## src/rtl/vmm_arbiter.sv

```systemverilog
// vmm_arbiter: shares the single-port video memory between the video fetch
// engine and a CPU-side requester. Video fetches win; the CPU waits on cwait
// and finishes on cack. Optional MAXWAIT bounds CPU starvation.
// Optional macro VMM_ARB_WRITEBUF_EN adds a single-entry posted write buffer.
//
// state    | meaning
// IDLE     | no CPU access in flight; CPU may be granted
// CPU_WR   | write accepted last cycle; cack this cycle
// CPU_RD   | read address presented last cycle; mdo captured into cdo
// CPU_DONE | read data on cdo; cack this cycle
module vmm_arbiter #(
  parameter int AW      = 13,
  parameter int DW      = 8,
  parameter int MAXWAIT = 0
) (
  input  logic          clock,
  input  logic          reset,
  input  logic          vreq,
  input  logic [AW-1:0] va,
  output logic [DW-1:0] vd,
  output logic          vvalid,
  input  logic          creq,
  input  logic          cwr,
  input  logic [AW-1:0] ca,
  input  logic [DW-1:0] cdi,
  output logic [DW-1:0] cdo,
  output logic          cack,
  output logic          cwait,
  output logic [AW-1:0] ma,
  output logic [DW-1:0] mdi,
  output logic          mwe,
  input  logic [DW-1:0] mdo,
  output logic [15:0]   contention
);

  typedef enum logic [1:0] {
    IDLE     = 2'd0,
    CPU_WR   = 2'd1,
    CPU_RD   = 2'd2,
    CPU_DONE = 2'd3
  } state_t;

  state_t        r_state, w_next;
  logic [AW-1:0] r_ma;
  logic          r_vtag, r_vvalid;
  logic [DW-1:0] r_vd, r_cdo;
  logic [15:0]   r_cont, r_stall;
  logic          w_run, w_idle, w_starve, w_vgnt, w_cgnt, w_cacc;
  logic [DW-1:0] w_rd_data;

  // Grants are blocked while reset is asserted so the memory port stays quiet.
  assign w_run    = reset;
  assign w_idle   = (r_state == IDLE);
  assign w_starve = (MAXWAIT != 0) && creq && w_idle && (r_stall >= 16'(MAXWAIT));
  assign w_vgnt   = w_run && vreq && !w_starve;

`ifdef VMM_ARB_WRITEBUF_EN
  logic          r_wb_valid, r_hit;
  logic [AW-1:0] r_wb_addr;
  logic [DW-1:0] r_wb_data, r_hit_data;
  logic          w_hit, w_wb_acc, w_hit_rd, w_drain;

  assign w_hit    = r_wb_valid && (ca == r_wb_addr);
  assign w_wb_acc = w_run && creq && cwr && w_idle && !r_wb_valid;
  assign w_hit_rd = w_run && creq && !cwr && w_idle && w_hit;
  // A starved write behind a full buffer forces the drain so it can proceed.
  assign w_drain  = w_run && r_wb_valid && (!vreq || (w_starve && cwr));
  assign w_cgnt   = w_run && creq && !cwr && w_idle && !w_hit && !w_vgnt && !w_drain;
  assign w_cacc   = w_cgnt || w_wb_acc || w_hit_rd;
  assign w_rd_data = r_hit ? r_hit_data : mdo;

  // Posted write buffer: load on accept, clear on drain; latch hit data at grant.
  always_ff @(posedge clock) begin
    if (!reset) begin
      r_wb_valid <= 1'b0;
      r_wb_addr  <= '0;
      r_wb_data  <= '0;
      r_hit      <= 1'b0;
      r_hit_data <= '0;
    end else begin
      if (w_wb_acc) begin
        r_wb_valid <= 1'b1;
        r_wb_addr  <= ca;
        r_wb_data  <= cdi;
      end else if (w_drain) begin
        r_wb_valid <= 1'b0;
      end
      if (w_idle) begin
        r_hit      <= w_hit_rd;
        r_hit_data <= r_wb_data;
      end
    end
  end
`else
  assign w_cgnt    = w_run && creq && w_idle && !w_vgnt;
  assign w_cacc    = w_cgnt;
  assign w_rd_data = mdo;
`endif

  // Memory port is steered by this cycle's grant; the address holds otherwise.
  always_comb begin
    ma  = r_ma;
    mdi = '0;
    mwe = 1'b0;
    if (w_vgnt) begin
      ma = va;
`ifdef VMM_ARB_WRITEBUF_EN
    end else if (w_drain) begin
      ma  = r_wb_addr;
      mdi = r_wb_data;
      mwe = 1'b1;
`endif
    end else if (w_cgnt) begin
      ma  = ca;
      mdi = cdi;
      mwe = cwr;
    end
  end

  // Next-state logic for the CPU access sequencer.
  always_comb begin
    w_next = r_state;
    case (r_state)
      IDLE:     if (w_cacc) w_next = cwr ? CPU_WR : CPU_RD;
      CPU_WR:   w_next = IDLE;
      CPU_RD:   w_next = CPU_DONE;
      CPU_DONE: w_next = IDLE;
      default:  w_next = IDLE;
    endcase
  end

  // State register.
  always_ff @(posedge clock) begin
    if (!reset) r_state <= IDLE;
    else        r_state <= w_next;
  end

  // Video/CPU data pipelines, held address, contention and stall counters.
  always_ff @(posedge clock) begin
    if (!reset) begin
      r_ma     <= '0;
      r_vtag   <= 1'b0;
      r_vvalid <= 1'b0;
      r_vd     <= '0;
      r_cdo    <= '0;
      r_cont   <= '0;
      r_stall  <= '0;
    end else begin
      r_ma     <= ma;
      r_vtag   <= w_vgnt;
      r_vvalid <= r_vtag;
      if (r_vtag) r_vd <= mdo;
      if (r_state == CPU_RD) r_cdo <= w_rd_data;
      if (cwait && (r_cont != 16'hFFFF)) r_cont <= r_cont + 16'd1;
      if (w_cacc) r_stall <= '0;
      else if (creq && w_idle && (r_stall != 16'hFFFF)) r_stall <= r_stall + 16'd1;
    end
  end

  assign cack       = (r_state == CPU_WR) || (r_state == CPU_DONE);
  assign cwait      = creq && !cack;
  assign vd         = r_vd;
  assign vvalid     = r_vvalid;
  assign cdo        = r_cdo;
  assign contention = r_cont;

endmodule
```

## config.mk

```make
export PLATFORM = sky130hd
export DESIGN_NAME = vmm_arbiter
export DESIGN_NICKNAME = d
export VERILOG_FILES = /design/src/rtl/vmm_arbiter.sv
export SDC_FILE = /design/constraint.sdc
export NUM_CORES = 1
export LEC_CHECK = 0
export CAP_MARGIN = 20
export CORE_MARGIN = 2
export CORE_UTILIZATION = 30
export CTS_CLUSTER_SIZE = 8
export DETAILED_ROUTE_END_ITERATION = 8
export SYNTH_ARGS = -nofsm -noshare
export SYNTH_HDL_FRONTEND = slang
export SYNTH_SLANG_ARGS = --single-unit
```

## constraint.sdc

```tcl
create_clock -name clock -period 1.9 [get_ports clock]
set_clock_uncertainty 0.2 [all_clocks]
set_input_delay 0.475 -clock clock [delete_from_list [all_inputs] [get_ports clock]]
set_output_delay 0.475 -clock clock [all_outputs]
set_load 0.01 [all_outputs]
```

==> flow_summary_export.csv, run 1 <==
group,metric,value,unit
status,outcome,"finished with violations",
status,failing_checks,"setup timing",
worst_setup_path,worst-r2r-setup-slack,0.05,ns
clocking,clock_insertion_delay_worst_skew,0.30,ns
placement,post-place-cells,483,
clocking,htree_num_levels,2,
synthesis,async_reset_ff_frac,0,
synthesis,synth.top_cell.area_share,0.427,
global_routing,grt_start_max_net_pins,42,
global_routing,grt_antenna_before_repair,0,
sta,worst_rel_slew_slack,0.653,
synthesis,mappedNetlistArea,2290,um^2
power,p_total,2.24,mW
drt,number_of_drc_violations_after_detailed_routing,0,
cells_and_area,fin_area,4140,um^2
synthesis,post_synth.cell_area_avg,8.50,um^2
worst_setup_path,crit_reg_reg_endpoint,"contention[10]",
global_routing,grt.total_usage,0.158,
power,power.static_leakage,1.92,nW
worst_setup_path,worstRegToRegCells,5,
synthesis,synth_edf_count,0,
global_routing,grt_pass1_wl,10.8,mm
sta,report.final.slew_viol_count,0,
clocking,clock_slew_at_the_register_clock_pins_of_the_worst_setup_and_hold_paths,0.10,ns
sta,post-route-min-period,2.46,ns
placement,detailed_place.area,3630,um^2
drt,route.final.wire_length,6.88,mm
worst_setup_path,crit_end_category,"output pin",
drt,drt_iter0_drc,64,
cells_and_area,fin_cells,512,
worst_setup_path,critPathMaxFanout,4,
drt,routed_wire_length_per_instance,13.4,um
synthesis,yosysMostFrequentCell,"dfxtp_1",
sta,crit_share_post_route,1.30,
worst_setup_path,path_class,"in -> out",
synthesis,synth_top_flop_cell,"dfxtp_1",
sta,setup_slack_after_layout,-0.563,ns
clocking,cts_num_sinks,49,
global_routing,grt_pass1_vias,2304,
worst_setup_path,arrival,1.79,ns
cells_and_area,final.fill_count,664,
floorplan,die-height,91.5,um
synthesis,postSynthNetCount,318,
synthesis,yosysUniqueCellTypes,37,
floorplan,effective_utilization_at_floorplan,0.313,
drt,via_per_inst,4.76,
drt,detailroute.via_count,2437,
placement,gp_congestion,0.887,
floorplan,fp.dieArea,8360,um^2
worst_setup_path,critPathCapture,"ma[3]",
drt,first_pass_iters,4,
synthesis,synth_common_cells,"49 x dfxtp_1, 35 x nor2_1, 31 x a21oi_1",
cells_and_area,antenna_cells_inserted,0,
sta,worst_tran_pin_value,0.520,ns
power,pwr_per_cell_area,541,nW/um^2
placement,dp_hpwl,4.64,mm
synthesis,synth_top_cells_by_area,"dfxtp_1 43%, mux2i_1 10%, a21oi_1 6.8%",
sta,tns,-10.99,ns
synthesis,synth.ff_latch_count,49,
cells_and_area,final_core_utilization,0.564,
synthesis,synthCells,270,
global_routing,globalRoute.totalOverflow,0,
cells_and_area,final_layout_size_suffix_gt1_frac,0.344,
worst_setup_path,timing.critical_path.from,"reset",
power,ir_worst_vdd,0.289,mV
clocking,cts_max_path_buffers,2,
placement,port-buffer-count,103,
worst_setup_path,timing.rr.start,"r_state[0]",
drt,ant_nets,0,
sta,holdWs,0.258,ns
floorplan,design.portCount,104,
worst_setup_path,timing.critical_path.from_type,"input port",
floorplan,core-area,7330,um^2
sta,setup_violation_total_in_the_final_timing_report,22,
placement,preCtsSetupSlack,-1.15,ns
sta,report.final.hold_viol_count,0,
clocking,cts_made_buffers,5,
run,drv.max_cap_violation_count,0,
cells_and_area,fin_nets,460,
min_path,holdCritPathClass,"reg -> reg",
synthesis,synth_area_leader,"dfxtp_1",
cells_and_area,flow.area_growth_from_synthesis,80.3,%
floorplan,dieWidth,91.5,um
sta,rsz0062_at_grt,"yes",
clocking,clock_tree.root_cell,"clkbuf_8",
worst_setup_path,timing.critical_path.required,1.22,ns
sta,maxClockFrequency,406,MHz
clocking,tritoncts,"yes",
clocking,postCtsHoldBufs,0,
floorplan,row_count,31,
synthesis,yosys_warnings,0,
synthesis,ys_seq_area_frac,0.427,
registers in the layout, indices dropped and copies added (netlist names):
register,count
r_vtag,1
r_ma,13
contention,16
r_state,2
vvalid,1
vd,8
cdo,8
power by group:
part / internal (mW) / total [mW] / switching (mW)
combinational: 0.299 / 0.505 / 0.206
clock: 0.262 / 0.641 / 0.378
sequential: 1.06 / 1.09 / 0.0288
layer usage:
metal  global-route usage  part of all wire  vias up
li1                     -                 -     1240
met1                0.205              0.44     1119
met5                    0                 0        -
met2                0.257              0.48       73
met4               0.0316            0.0064        0
met3               0.0515             0.074        5
area by class of cell:
type	instances	area [um^2]	area share
Clock buffer	5	68.8	0.0166
Clock inverter	3	21.3	0.00514
Inverter	6	22.5	0.00544
Multi-Input combinational cell	197	1440	0.349
Sequential cell	49	1000	0.243
Tap cell	99	124	0.0299
Timing Repair Buffer	153	1450	0.351
logic make-up after synthesis:
logic type      count (synthesis)  synth area share
fa+ha+maj                       1           0.00545
compound gates                 64             0.173
simple gates                  108             0.242
flops                          49             0.427
mux                            24             0.105
buf+inv                        24            0.0474
repair_timing:
item | 4_1_cts | 5_1_grt
setup endpoints to repair | 54 | 52
gates resized for setup | 143 | 77
hold endpoints to repair | 0 | 0
buffers inserted | 18 | 6
cloned | 1 | 0
pin swaps | 5 | 19
layout by cell type (no fill, tap or decap), types with 2 or more instances in the layout:
cell             count
nand4_1              5
dfxtp_2             13
o21bai_1             2
nand3_1              3
o31ai_1              5
nand3_4              2
a211oi_1            12
buf_6               24
or3_1                4
a21oi_1             20
dlymetal6s2s_1      18
and2_4               9
dfxtp_4              2
o311a_1              2
nand2b_1             4
nor2_1              35
nand2_1             28
clkdlybuf4s50_1     45
buf_12               2
and2_1               2
clkbuf_8             5
mux2i_2              2
buf_4               33
inv_1                4
or4_1                3
dlygate4sd2_1       14
nor3_1               2
dfxtp_1             34
o41ai_1              2
buf_2               14
mux2i_4             10
o21ai_0              6
mux2i_1             12
a21oi_2             11
worst min-delay path by stage:
stage,start,endpoint,cells after the start
final,cdo[1],cdo[1],2
after global routing,cdo[5],cdo[5],2
after CTS,cdo[2],cdo[2],2
after detailed placement,cdo[1],cdo[1],2
after global placement,cdo[3],cdo[3],2
after floorplan,cdo[0],cdo[0],2
worst max-delay path, stage by stage:
cell	delay (ns)
clkdlybuf4s15_1	0.19
inv_2	0.05
nor4_4	0.31
buf_6	0.18
buf_6	0.12
mux2i_4	0.24
a21oi_2	0.08
buf_2	0.14
No activity file was read; power rests on OpenSTA's default activity.
==> inputs of run 2 (changes only) <==
==> constraint.sdc (replaced) <==
create_clock -name clock -period 2.45 [get_ports clock]
set_clock_uncertainty 0.2 [all_clocks]
set_input_delay 0.6125 -clock clock [delete_from_list [all_inputs] [get_ports clock]]
set_output_delay 0.6125 -clock clock [all_outputs]
set_load 0.01 [all_outputs]
==> run 2 against run 1 <==
The flow still finishes with violations (setup timing). Core utilization shrank 2.3 points. Critical path depth shrank 1. Count of clock-buffer cells in the layout grew 2. Die area is the same. Clock power shrank 4.1%. Via count grew 1.6%. Final cell count shrank 0.59%. Hold slack gained 0.0055 ns. Largest power group unchanged.
==> flow_summary_export.csv, run 2 (same netlist as run 1, synthesis figures left out) <==
group,metric,value,unit
clocking,postCtsHoldBufs,0,
drt,drt_iter0_drc,55,
sta,report.final.hold_viol_count,0,
floorplan,die-height,91.5,um
min_path,holdCritPathClass,"reg -> reg",
min_path,hold-path-cell-count,2,
floorplan,design.portCount,104,
placement,detailed_place.area,3570,um^2
cells_and_area,most-common-layout-cells,"77 x clkdlybuf4s50_1, 47 x dfxtp_1, 38 x buf_4, 35 x nor2_1, 30 x a21oi_1",
global_routing,grt.total_usage,0.169,
sta,crit_share_post_route,1.08,
placement,port-buffer-count,103,
sta,worst_tran_pin_value,0.592,ns
status,failing_checks,"setup timing",
power,p_total,1.86,mW
power,pwr_per_cell_area,469,nW/um^2
cells_and_area,fin_nets,457,
drt,first_pass_iters,4,
global_routing,grt_pass1_vias,2381,
clocking,clock_insertion_delay_worst_skew,0.31,ns
worst_setup_path,crit_end_category,"output pin",
power,power.static_leakage,1.51,nW
sta,setup_violation_total_in_the_final_timing_report,20,
status,outcome,"finished with violations",
drt,detailroute.via_count,2476,
floorplan,row_count,31,
worst_setup_path,critPathMaxFanout,5,
worst_setup_path,path_class,"in -> out",
global_routing,grt_start_max_net_pins,42,
floorplan,effective_utilization_at_floorplan,0.313,
cells_and_area,fin_area,3970,um^2
floorplan,core-area,7330,um^2
worst_setup_path,worstRegToRegCells,11,
cells_and_area,final_layout_size_suffix_gt1_frac,0.268,
run,drv.max_cap_violation_count,0,
sta,rsz0062_at_grt,"yes",
placement,dp_hpwl,4.60,mm
worst_setup_path,worst-r2r-setup-slack,0.43,ns
drt,ant_nets,0,
worst_setup_path,critical-path-max-stage-delay,0.27,ns
floorplan,fp.dieArea,8360,um^2
placement,gp_congestion,0.807,
drt,route.final.wire_length,6.94,mm
worst_setup_path,critical_path.cell_chain,"buf_8 -> nor4_4 -> buf_4 -> buf_6 -> mux2i_4 -> a21oi_1 -> buf_2",
worst_setup_path,timing.critical_path.required,1.64,ns
floorplan,dieWidth,91.5,um
global_routing,grt_antenna_before_repair,0,
clocking,htree_num_levels,2,
global_routing,grt_pass1_wl,11.5,mm
worst_setup_path,critical-path-slowest-cell,"nor4_4",
sta,maxClockFrequency,380,MHz
drt,routed_wire_length_per_instance,13.6,um
min_path,holdPathEnd,"cdo[2]",
sta,post-route-min-period,2.63,ns
worst_setup_path,crit_reg_reg_endpoint,"contention[2]",
cells_and_area,flow.area_growth_from_synthesis,73.1,%
clocking,tritoncts,"yes",
cells_and_area,antenna_cells_inserted,0,
sta,setup_slack_after_layout,-0.185,ns
sta,worst_rel_slew_slack,0.602,
clocking,cts_num_sinks,49,
cells_and_area,most_common_cell_after_layout_fill_and_taps_aside,"clkdlybuf4s50_1",
worst_setup_path,timing.rr.start,"r_state[0]",
cells_and_area,largest_reg_flops,16,
worst_setup_path,timing.critical_path.from_type,"input port",
sta,report.final.slew_viol_count,0,
worst_setup_path,arrival,1.82,ns
cells_and_area,final_core_utilization,0.542,
clocking,cts_max_path_buffers,2,
clocking,cts_made_buffers,5,
sta,holdWs,0.263,ns
power,ir_worst_vdd,0.193,mV
min_path,min_from,"cdo[2]",
drt,number_of_drc_violations_after_detailed_routing,0,
clocking,clock_slew_at_the_register_clock_pins_of_the_worst_setup_and_hold_paths,0.09,ns
drt,via_per_inst,4.86,
clocking,clock_tree.root_cell,"clkbuf_8",
global_routing,globalRoute.totalOverflow,0,
run 2: worst max-delay path by stage:
stage / cells past startpoint / end / slack (ns) / start
after floorplan: 6 / ma[10] / 0.004 / creq
after global placement: 7 / ma[0] / -0.88 / reset
after detailed placement: 7 / ma[3] / -0.86 / reset
after CTS: 9 / ma[10] / -0.28 / r_state[0]
after global routing: 8 / ma[9] / -0.26 / vreq
final: 7 / ma[2] / -0.18 / vreq
run 2: per-layer routing:
| layer | GRT usage | share of wire | vias up |
|---|---|---|---|
| met5 | 0 | 0 | - |
| met4 | 0.0492 | 0.013 | 0 |
| met3 | 0.0448 | 0.063 | 7 |
| met2 | 0.291 | 0.49 | 77 |
| met1 | 0.205 | 0.44 | 1158 |
| li1 | - | - | 1234 |
run 2: power by group:
group          internal [mW]  switching, mW  total, mW  leakage, nW
combinational          0.241          0.157      0.398         1.05
clock                  0.334          0.282      0.615       0.0585
sequential             0.828         0.0221      0.850        0.401
run 2: area by class of cell:
cell class	instances	area (um^2)
Multi-Input combinational cell	197	1340
Sequential cell	49	983
Timing Repair Buffer	150	1390
Clock buffer	7	86.3
Clock inverter	1	30.0
Inverter	6	22.5
Tap cell	99	124
Fill cell	674	3360
run 2: metrics by stage:
stage	setup WS [ns]	instances	setup TNS, ns
after floorplan	0.00354	270	0
after global placement	-0.879	477	-18.62
after detailed placement	-0.855	477	-18.43
after CTS	-0.284	509	-4.30
after global routing	-0.263	509	-3.43
final	-0.185	509	-2.11
run 2: repair_timing:
| item | 4_1_cts | 5_1_grt |
|---|---|---|
| setup endpoints to repair | 23 | 23 |
| buffers inserted | 22 | 5 |
| pin swaps | 3 | 10 |
| gates cloned | 2 | 0 |
| resized for setup | 114 | 41 |
run 2: worst max-delay path: cells and delay by family:
| family | cells | cell delay [ns] |
|---|---|---|
| AO/OA/AOI/OAI | 1 | 0.09 |
| buffers and inverters | 4 | 0.60 |
| multiplexers | 1 | 0.25 |
| AND/OR/NAND/NOR | 1 | 0.27 |
